### config.mk
export PLATFORM = sky130hd
export DESIGN_NAME = dm_port_arbiter
export DESIGN_NICKNAME = d
export VERILOG_FILES = /design/src/rtl/dm_port_arbiter.sv
export SDC_FILE = /design/constraint.sdc
export NUM_CORES = 1
export LEC_CHECK = 0
export CAP_MARGIN = 20
export CORE_UTILIZATION = 30
export DETAILED_ROUTE_END_ITERATION = 10
export PLACE_DENSITY = 0.8
export SETUP_SLACK_MARGIN = 0.2
export SYNTH_ARGS = -nofsm -noshare
export SYNTH_HDL_FRONTEND = slang
export SYNTH_SLANG_ARGS = --single-unit
### constraint.sdc
create_clock -name clk -period 1.6 [get_ports clk]
set_input_delay 0.32 -clock clk [delete_from_list [all_inputs] [get_ports clk]]
set_output_delay 0.32 -clock clk [all_outputs]
set_load 0.01 [all_outputs]
### src/rtl/dm_port_arbiter.sv
// DataMemory port arbiter: CPU DM stage vs. loader, with starvation guard.
// Define DM_ARB_STATS_EN to add stall_cycles / ld_grants counters.
module dm_port_arbiter #(
  parameter int ADDR_W     = 8,
  parameter int DATA_W     = 8,
  parameter int MAX_STARVE = 4
) (
  input  logic              clk,
  input  logic              rst,
  input  logic              cpu_req,
  input  logic              cpu_we,
  input  logic [ADDR_W-1:0] cpu_addr,
  input  logic [DATA_W-1:0] cpu_wdata,
  output logic [DATA_W-1:0] cpu_rdata,
  output logic              cpu_stall,
  input  logic              ld_req,
  input  logic              ld_we,
  input  logic [ADDR_W-1:0] ld_addr,
  input  logic [DATA_W-1:0] ld_wdata,
  output logic              ld_ack,
  output logic [DATA_W-1:0] ld_rdata,
  output logic [ADDR_W-1:0] mem_addr,
  output logic              mem_we,
  output logic [DATA_W-1:0] mem_din,
  input  logic [DATA_W-1:0] mem_dout
`ifdef DM_ARB_STATS_EN
  ,
  output logic [15:0]       stall_cycles,
  output logic [15:0]       ld_grants
`endif
);

  typedef enum logic {IDLE, ACK} state_t;

  localparam logic [3:0] STARVE_LIM = 4'(MAX_STARVE);

  state_t     state;
  logic [3:0] starve_cnt;
  logic       ld_elig;
  logic       ld_gnt;
  logic       cpu_gnt;

  // Loader is blocked in ACK so a held request is not serviced twice.
  assign ld_elig = ld_req && (state == IDLE);
  assign ld_gnt  = ld_elig && (!cpu_req || (starve_cnt >= STARVE_LIM));
  assign cpu_gnt = cpu_req && !ld_gnt;

  assign cpu_stall = cpu_req && ld_gnt;
  assign ld_ack    = (state == ACK);

  always_comb begin
    mem_addr  = '0;
    mem_we    = 1'b0;
    mem_din   = '0;
    cpu_rdata = '0;
    unique case (1'b1)
      ld_gnt: begin
        mem_addr = ld_addr;
        mem_we   = ld_we;
        mem_din  = ld_wdata;
      end
      cpu_gnt: begin
        mem_addr  = cpu_addr;
        mem_we    = cpu_we;
        mem_din   = cpu_wdata;
        cpu_rdata = mem_dout;
      end
      default: ;
    endcase
  end

  always_ff @(posedge clk or posedge rst) begin
    if (rst) begin
      state    <= IDLE;
      ld_rdata <= '0;
    end else if (ld_gnt) begin
      state    <= ACK;
      ld_rdata <= ld_we ? '0 : mem_dout;
    end else if (state == ACK) begin
      state <= IDLE;
    end
  end

  always_ff @(posedge clk or posedge rst) begin
    if (rst)
      starve_cnt <= '0;
    else if (ld_gnt || !ld_elig)
      starve_cnt <= '0;
    else if (starve_cnt != 4'hF)
      starve_cnt <= starve_cnt + 4'd1;
  end

`ifdef DM_ARB_STATS_EN
  always_ff @(posedge clk or posedge rst) begin
    if (rst) begin
      stall_cycles <= '0;
      ld_grants    <= '0;
    end else begin
      if (cpu_stall && stall_cycles != 16'hFFFF)
        stall_cycles <= stall_cycles + 16'd1;
      if (ld_gnt && ld_grants != 16'hFFFF)
        ld_grants <= ld_grants + 16'd1;
    end
  end
`endif

endmodule

# ---- Word level (Yosys, flattened, before mapping)
# Index checks and enable logic that the tools add are counted.
dict set report word_totals {
  rom_bits 0
  ram_bits 0
  out_inout_bits 35
  wordCells 25
  latchBits 0
  n_memories 0
  ff_bits 13
  input_bits 46
}
dict set report classes {
  n_eq_ne 1
  muxes 8
  n_lt_le_gt_ge 1
  div_mod_pow 0
  reduce_logical 10
  bitwise 1
  mul 0
  add_sub_neg 1
  shift 0
}
# operator count
set ops {}
lappend ops {{8-bit case mux with 2 select lines} 2}
lappend ops {{8-bit two-way mux} 2}
lappend ops {{4-bit two-way mux} 2}
lappend ops {{4-bit by 1-bit adder with 4-bit output, second input constant} 1}
lappend ops {{4-bit by 3-bit >= comparator with 1-bit output, second input constant} 1}
lappend ops {{1-bit logical AND} 4}
lappend ops {{4-bit != test, second input constant} 1}
lappend ops {{1-bit logical NOT} 3}
lappend ops {{1-bit logical OR} 2}
lappend ops {{1-bit case mux with 2 select lines} 1}
lappend ops {{2-bit nonzero test} 1}
lappend ops {{1-bit two-way mux} 1}
lappend ops {{1-bit NOT} 1}

# ---- Logic depth before layout (Yosys ltp)
# Gate-level depths: netlist (run 1).
dict set report depth {
  ltp_word 6
  ltp_mapped 5
  mapped_depth_nobuf 3
}

# ---- Worst setup path before layout (run 1)
# No wires, ideal clock.
dict set report synth_timing {
  kind {reg2out}
  startpoint {register state, in the netlist ld_ack}
  endpoint {output mem_addr[2]}
  path_stages_with_launch 6
  arrival_time_ps 1243
  path_buffers 2
  required_ps 1280
  setup_slack_ps 37
  cell_sequence {dfrtp_1 nand2b_4 buf_6 o21a_4 buf_6 a22o_1}
}
dict set report synth_via {
  elab_chain_cells 6
}
# item line_no
set synth_rtl {}
lappend synth_rtl {{from (decl)} 37} ;# state_t state;
lappend synth_rtl {{from (signal assigned)} 74} ;# state <= IDLE;
lappend synth_rtl {{from (signal assigned)} 77} ;# state <= ACK;
lappend synth_rtl {{from (signal assigned)} 80} ;# state <= IDLE;
lappend synth_rtl {{1-bit NOT *} 44} ;# assign ld_elig = ld_req && (state == IDLE);
lappend synth_rtl {{1-bit logical AND *} 44}
lappend synth_rtl {{1-bit logical AND *} 45} ;# assign ld_gnt = ld_elig && (!cpu_req || (starve_cnt >= STARVE_LIM));
lappend synth_rtl {{1-bit logical NOT} 46} ;# assign cpu_gnt = cpu_req && !ld_gnt;
lappend synth_rtl {{1-bit logical AND} 46}
lappend synth_rtl {{8-bit case mux with 2 select lines *} 56} ;# unique case (1'b1)
lappend synth_rtl {{to (decl)} 22} ;# output logic [ADDR_W-1:0] mem_addr,
# Every way passes the cells marked *; elsewhere a longest branch is shown, timed or not.

# ---- Worst setup path in the final report (run 1)
dict set report layout_timing {
  startpoint {register starve_cnt[2]}
  endpoint {output mem_addr[1]}
}
dict set report layout_via {
  elab_chain_cells 6
}
# item line_no
set layout_rtl {}
lappend layout_rtl {{from (decl)} 38} ;# logic [3:0] starve_cnt;
lappend layout_rtl {{from (signal assigned)} 90} ;# starve_cnt <= starve_cnt + 4'd1;
lappend layout_rtl {{4-bit by 3-bit >= comparator with 1-bit output *} 45}
lappend layout_rtl {{1-bit logical OR *} 45}
lappend layout_rtl {{1-bit logical AND *} 45}
lappend layout_rtl {{1-bit logical NOT} 46}
lappend layout_rtl {{1-bit logical AND} 46}
lappend layout_rtl {{8-bit case mux with 2 select lines *} 56}
# Marks and branches as above.

==> results.json, run 1 <==
{
  "port_buffers": 80,
  "r2r_start": "starve_cnt[2]",
  "slowest_delay_ns": 0.45,
  "die-height_um": 55.1,
  "crit_buf_inv": 2,
  "cts_root_buf": "clkbuf_4",
  "synth_cells": 83,
  "rows": 18,
  "fin_tns_setup_ns": -6.54,
  "track_usage": 0.230,
  "worstPathCellList": "nor3b_4 -> nor2_4 -> buf_12 -> a22o_1 -> buf_2",
  "slowest_stage": "dfrtp_2",
  "antennaDiodeCount": 0,
  "routed_wl_mm": 3.37,
  "fin_hold_ws_ns": 0.362,
  "hpwl_mm": 2.34,
  "cts_max_level": 1,
  "seqCellArea_sq_um": 328,
  "num-fill-cells": 190,
  "fmax_ghz": 0.521,
  "hold_path.class": "input pin to asynchronous set/reset pin",
  "io_pins": 81,
  "firstDrtPassIters": 4,
  "num_vias": 1072,
  "crit_arrival_ns": 1.60,
  "core_sq_um": 2570,
  "skew_ns": 0.00282,
  "crit_path_end_kind": "primary output",
  "wl_per_cell_um": 15.8,
  "path_delay_family": "flip-flops",
  "cts_tree": "yes",
  "first_global_vias": 1070,
  "cts_buffer_depth": 2,
  "layout.cells.non_filler": 213,
  "clk_latency_ns": 0.28,
  "die_x_um": 55.1,
  "grt_pass1_wl_mm": 4.65,
  "final_cell_area_sq_um": 1830,
  "hold_viol_final": 0,
  "grt_setup_unrepaired": "yes",
  "overflow": 0,
  "yosys.area.top_type": "dfrtp_1",
  "synth_warnings": 0,
  "finalMaxSlewViolations": 0,
  "syn_to_final_growth_pct": 116,
  "clk_pin_slew_worst_paths_ns": 0.08,
  "multi_input_area_sq_um": 512,
  "drive_gt1_frac": 0.372,
  "post-place-cells": 198,
  "place_area_sq_um": 1740,
  "p_leak_nw": 0.884,
  "r2r_end": "ld_rdata[0]",
  "synth_nets": 130,
  "antenna_found_initial": 0,
  "cap_violations": 0,
  "fin_crit_sh": 1.20,
  "cts_sinks": 13,
  "required_ns": 1.28,
  "ys_types": 20,
  "synth-seq-area-share": 0.385,
  "syn_area_per_cell_sq_um": 10.2,
  "ant_nets": 0,
  "fin_nets": 231,
  "synth_flop_cell": "dfrtp_1",
  "cp-start-kind": "flip-flop",
  "numCtsBuffers": 3,
  "worst-setup-path-type": "flip-flop to primary output",
  "setup_viol": 26,
  "synth_area_leaders": "dfrtp_1 (38%), a22o_1 (18%), o21ai_0 (8.9%), nand3b_1 (7.1%), and2_1 (6.7%)",
  "synth-edff-count": 0,
  "gp_congestion": 0.684,
  "ir_worst_vdd_mv": 0.541,
  "finalCriticalPeriod_ns": 1.92,
  "path_max_fanout": 10,
  "synth_top_cell_area_share": 0.385,
  "dieArea_sq_um": 3040,
  "reg2reg_depth": 6,
  "initial_utilization": 0.329,
  "r2r_slack_ns": 0.26,
  "power.density_nw_per_um2": 588,
  "synth-seq-cells": 13,
  "via_per_inst": 5.03,
  "async_flop_share": 1.00,
  "synthTopCellsByCount": "a22o_1 (17), o21ai_0 (15), dfrtp_1 (13)",
  "drc": 0,
  "first_iter_violations": 10,
  "layout_setup_ws_ns": -0.320,
  "violations": "negative setup slack",
  "status": "finished, violations left",
  "grt_max_degree": 20,
  "syn-cell-area_sq_um": 846,
  "critPathLaunch": "starve_cnt[2]",
  "synth.most_common_cell": "a22o_1"
}
final cells by class:
class                      instances  share of cell area
timing repair buffer             101               0.504
multi-input combinational         64               0.280
sequential                        13               0.179
tap                               30              0.0205
clock buffer                       4              0.0144
inverter                           1             0.00205
metal layers:
| metal | GRT usage | share of wire |
|---|---|---|
| met2 | 0.432 | 0.53 |
| met1 | 0.203 | 0.35 |
| met4 | 0.125 | 0.030 |
| met5 | 0 | 0 |
| met3 | 0.0984 | 0.094 |
kinds of logic (layout without fill, tap and decap cells):
family                   Yosys count  in the layout  share of synthesized area
buffers and inverters              8            106                     0.0813
AND/OR/NAND/NOR                   26             26                      0.226
adder cells (fa/ha/maj)            1              1                     0.0148
AO/OA/AOI/OAI                     34             36                      0.288
flip-flops                        13             13                      0.385
other                              1              1                    0.00443
worst max-delay path by stage:
stage                  endpoint  slack (ns)  cells past startpoint
floorplan           mem_addr[2]        0.04                      5
global placement     mem_din[7]       -0.69                      6
detailed placement  mem_addr[1]       -0.74                      6
CTS                  mem_din[2]       -0.29                      5
global route         mem_din[7]       -0.36                      5
finish              mem_addr[1]       -0.32                      5
what timing repair did:
item	CTS	global route
endpoints found under the hold margin	0	0
setup buffers	2	5
cloned	3	1
endpoints found under the setup margin	35	27
resized for setup	96	42
pin swaps	3	14
hold buffers	0	0
power breakdown:
group | switching, W | leakage, nW | internal, W
clock | 0.000112 | 0.0150 | 0.0000969
combinational | 0.000196 | 0.701 | 0.000298
sequential | 0.0000143 | 0.168 | 0.000358
total | 0.000323 | 0.884 | 0.000753
cells in the final DEF, fill, tap and decap left out, drive strengths merged:
cell type and instances:
buf 46, clkdlybuf4s50 43, a22o 17, o21ai 16
dfrtp 13, dlygate4sd2 10, and2 9, nand3b 8
clkbuf 5, o21a 3, nor2 3, and3 2
nor3b 1, and2b 1, nand2b 1, inv 1
nand2 1, ha 1, clkdlybuf4s15 1, conb 1
state kept, by name, indices dropped and copies added (netlist names):
register and flops:
ld_ack 1, starve_cnt 4, ld_rdata 8
worst reg2reg max path: stages (launching register included):
cell	delay, ns
dfrtp_2	0.45
nor3b_4	0.25
buf_4	0.15
buf_4	0.10
buf_8	0.14
o21ai_0	0.09
o21ai_0	0.08
metrics by stage:
| stage | worst slack [ns] | total power, W | util |
|---|---|---|---|
| global placement | -0.687 | 0.000863 | 0.679 |
| floorplan | 0.0397 | 0.000567 | - |
| detailed placement | -0.739 | 0.000878 | 0.679 |
| finish | -0.320 | 0.00108 | 0.713 |
| CTS | -0.291 | 0.00104 | 0.675 |
| global route | -0.362 | 0.00113 | 0.713 |
(Power assumes the default switching activity.)
==> run 2, diff against run 1 <==
--- a/config.mk
+++ b/config.mk
@@ -6,6 +6,7 @@
 export NUM_CORES = 1
 export LEC_CHECK = 0
 export CAP_MARGIN = 20
+export CORE_ASPECT_RATIO = 1.75
 export CORE_UTILIZATION = 30
 export DETAILED_ROUTE_END_ITERATION = 10
 export PLACE_DENSITY = 0.8
==> results.json, run 2 (same netlist as run 1, synthesis figures left out) <==
{
  "status": "finished, violations left",
  "violations": "negative setup slack",
  "cts_root_buf": "clkbuf_8",
  "crit_arrival_ns": 1.54,
  "pre_cts_slack_ns": -0.720,
  "path_max_fanout": 9,
  "finalCriticalPeriod_ns": 1.86,
  "cap_violations": 0,
  "slew_headroom": 0.661,
  "firstDrtPassIters": 4,
  "clk_pin_slew_worst_paths_ns": 0.05,
  "core_sq_um": 2690,
  "worst-setup-path-type": "flip-flop to primary output",
  "layout_commonest_cell": "clkdlybuf4s50_1",
  "rows": 25,
  "layout_setup_ws_ns": -0.262,
  "first_global_vias": 1082,
  "ant_nets": 0,
  "fin_crit_sh": 1.16,
  "numCtsBuffers": 3,
  "cp-endpoint": "mem_addr[0]",
  "hold_path.class": "input pin to asynchronous set/reset pin",
  "r2r_end": "ld_rdata[4]",
  "die-height_um": 72.2,
  "skew_ns": 0.00141,
  "holdBufCountCts": 0,
  "drive_gt1_frac": 0.341,
  "first_iter_violations": 22,
  "fmax_ghz": 0.537,
  "cp-start-kind": "flip-flop",
  "finalMaxSlewViolations": 0,
  "antenna_found_initial": 0,
  "antennaDiodeCount": 0,
  "crit_path_end_kind": "primary output",
  "setup_viol": 26,
  "cts_buffer_depth": 2,
  "drc": 0,
  "r2r_start": "ld_ack",
  "grt_setup_unrepaired": "yes",
  "hpwl_mm": 2.31,
  "p_leak_nw": 0.860,
  "cts_tree": "yes",
  "clk_latency_ns": 0.23,
  "overflow": 0,
  "required_ns": 1.28,
  "reg2reg_depth": 5,
  "via_per_inst": 5.12,
  "power.density_nw_per_um2": 638,
  "layout.cells.non_filler": 203,
  "num-fill-cells": 220,
  "num_vias": 1040,
  "track_usage": 0.206,
  "fin_nets": 224,
  "largest_reg_flops": 8,
  "post-place-cells": 193,
  "ir_worst_vdd_mv": 0.375,
  "routed_wl_mm": 3.14,
  "initial_utilization": 0.314,
  "multi_input_area_sq_um": 487,
  "r2r_slack_ns": 0.33,
  "hold_viol_final": 0,
  "dieArea_sq_um": 3040,
  "grt_max_degree": 20,
  "cts_sinks": 13,
  "critPathLaunch": "starve_cnt[2]",
  "io_pins": 81,
  "grt_pass1_wl_mm": 4.84,
  "syn_to_final_growth_pct": 110,
  "port_buffers": 80,
  "top_register": "ld_rdata",
  "final_cell_mix": "clkdlybuf4s50_1 (43), a22o_1 (17), buf_2 (16), o21ai_0 (15), buf_6 (14)",
  "wl_per_cell_um": 15.5,
  "seqCellArea_sq_um": 325,
  "die_x_um": 42.1,
  "worst-slew-pin-transition_ns": 0.508,
  "gp_congestion": 0.811,
  "cts_max_level": 1
}
-- run 2: worst max-delay path: stages, from the launching register on --
cell and delay, ns:
dfrtp_1 0.42, nor3b_4 0.28, nor2_4 0.10, buf_12 0.15, a22o_1 0.23, buf_2 0.14
-- run 2: area by class of cell --
| class | count | area share |
|---|---|---|
| multi-input cells | 63 | 0.274 |
| well taps | 27 | 0.0190 |
| clock buffers | 4 | 0.0254 |
| inverters | 1 | 0.00212 |
| flip-flops and latches | 13 | 0.183 |
| repair buffers | 95 | 0.496 |
-- run 2: worst min-delay path by stage --
stage                       start             to  cells after the start
floorplan                     rst         ld_ack                      1
global placement    starve_cnt[0]  starve_cnt[0]                      1
detailed placement  starve_cnt[0]  starve_cnt[0]                      1
CTS                           rst  starve_cnt[0]                      2
global route        starve_cnt[0]  starve_cnt[0]                      1
finish                        rst  starve_cnt[0]                      2
-- run 2: power breakdown --
group | internal, W | leakage, nW | switching, W
sequential | 0.000359 | 0.171 | 0.0000142
combinational | 0.000287 | 0.667 | 0.000189
clock | 0.000175 | 0.0228 | 0.000108
total | 0.000821 | 0.860 | 0.000311
-- run 2: per-layer routing --
layer / track usage / up-vias / routed length [um]
li1: - / 490 / -
met1: 0.215 / 476 / 1100
met2: 0.405 / 72 / 1750
met3: 0.0348 / 2 / 269
met4: 0.0694 / 0 / 30
met5: 0 / - / 0
-- run 2: what timing repair did --
item	in CTS	in global routing
resized for setup	129	4
endpoints found under the setup margin	35	27
gates cloned	3	0
buffers inserted	2	1
pin swaps	4	2
-- run 2: per-stage QoR --
stage	power (W)	instance area [sq um]	hold WS (ns)	setup TNS, ns	utilization
floorplan	0.000567	868	0.197	0	-
global placement	0.000863	1730	0.418	-17.03	0.641
detailed placement	0.000872	1730	0.428	-17.66	0.641
CTS	0.00114	1760	0.427	-5.24	0.655
global route	0.00119	1770	0.457	-6.43	0.660
finish	0.00113	1770	0.413	-5.30	0.660
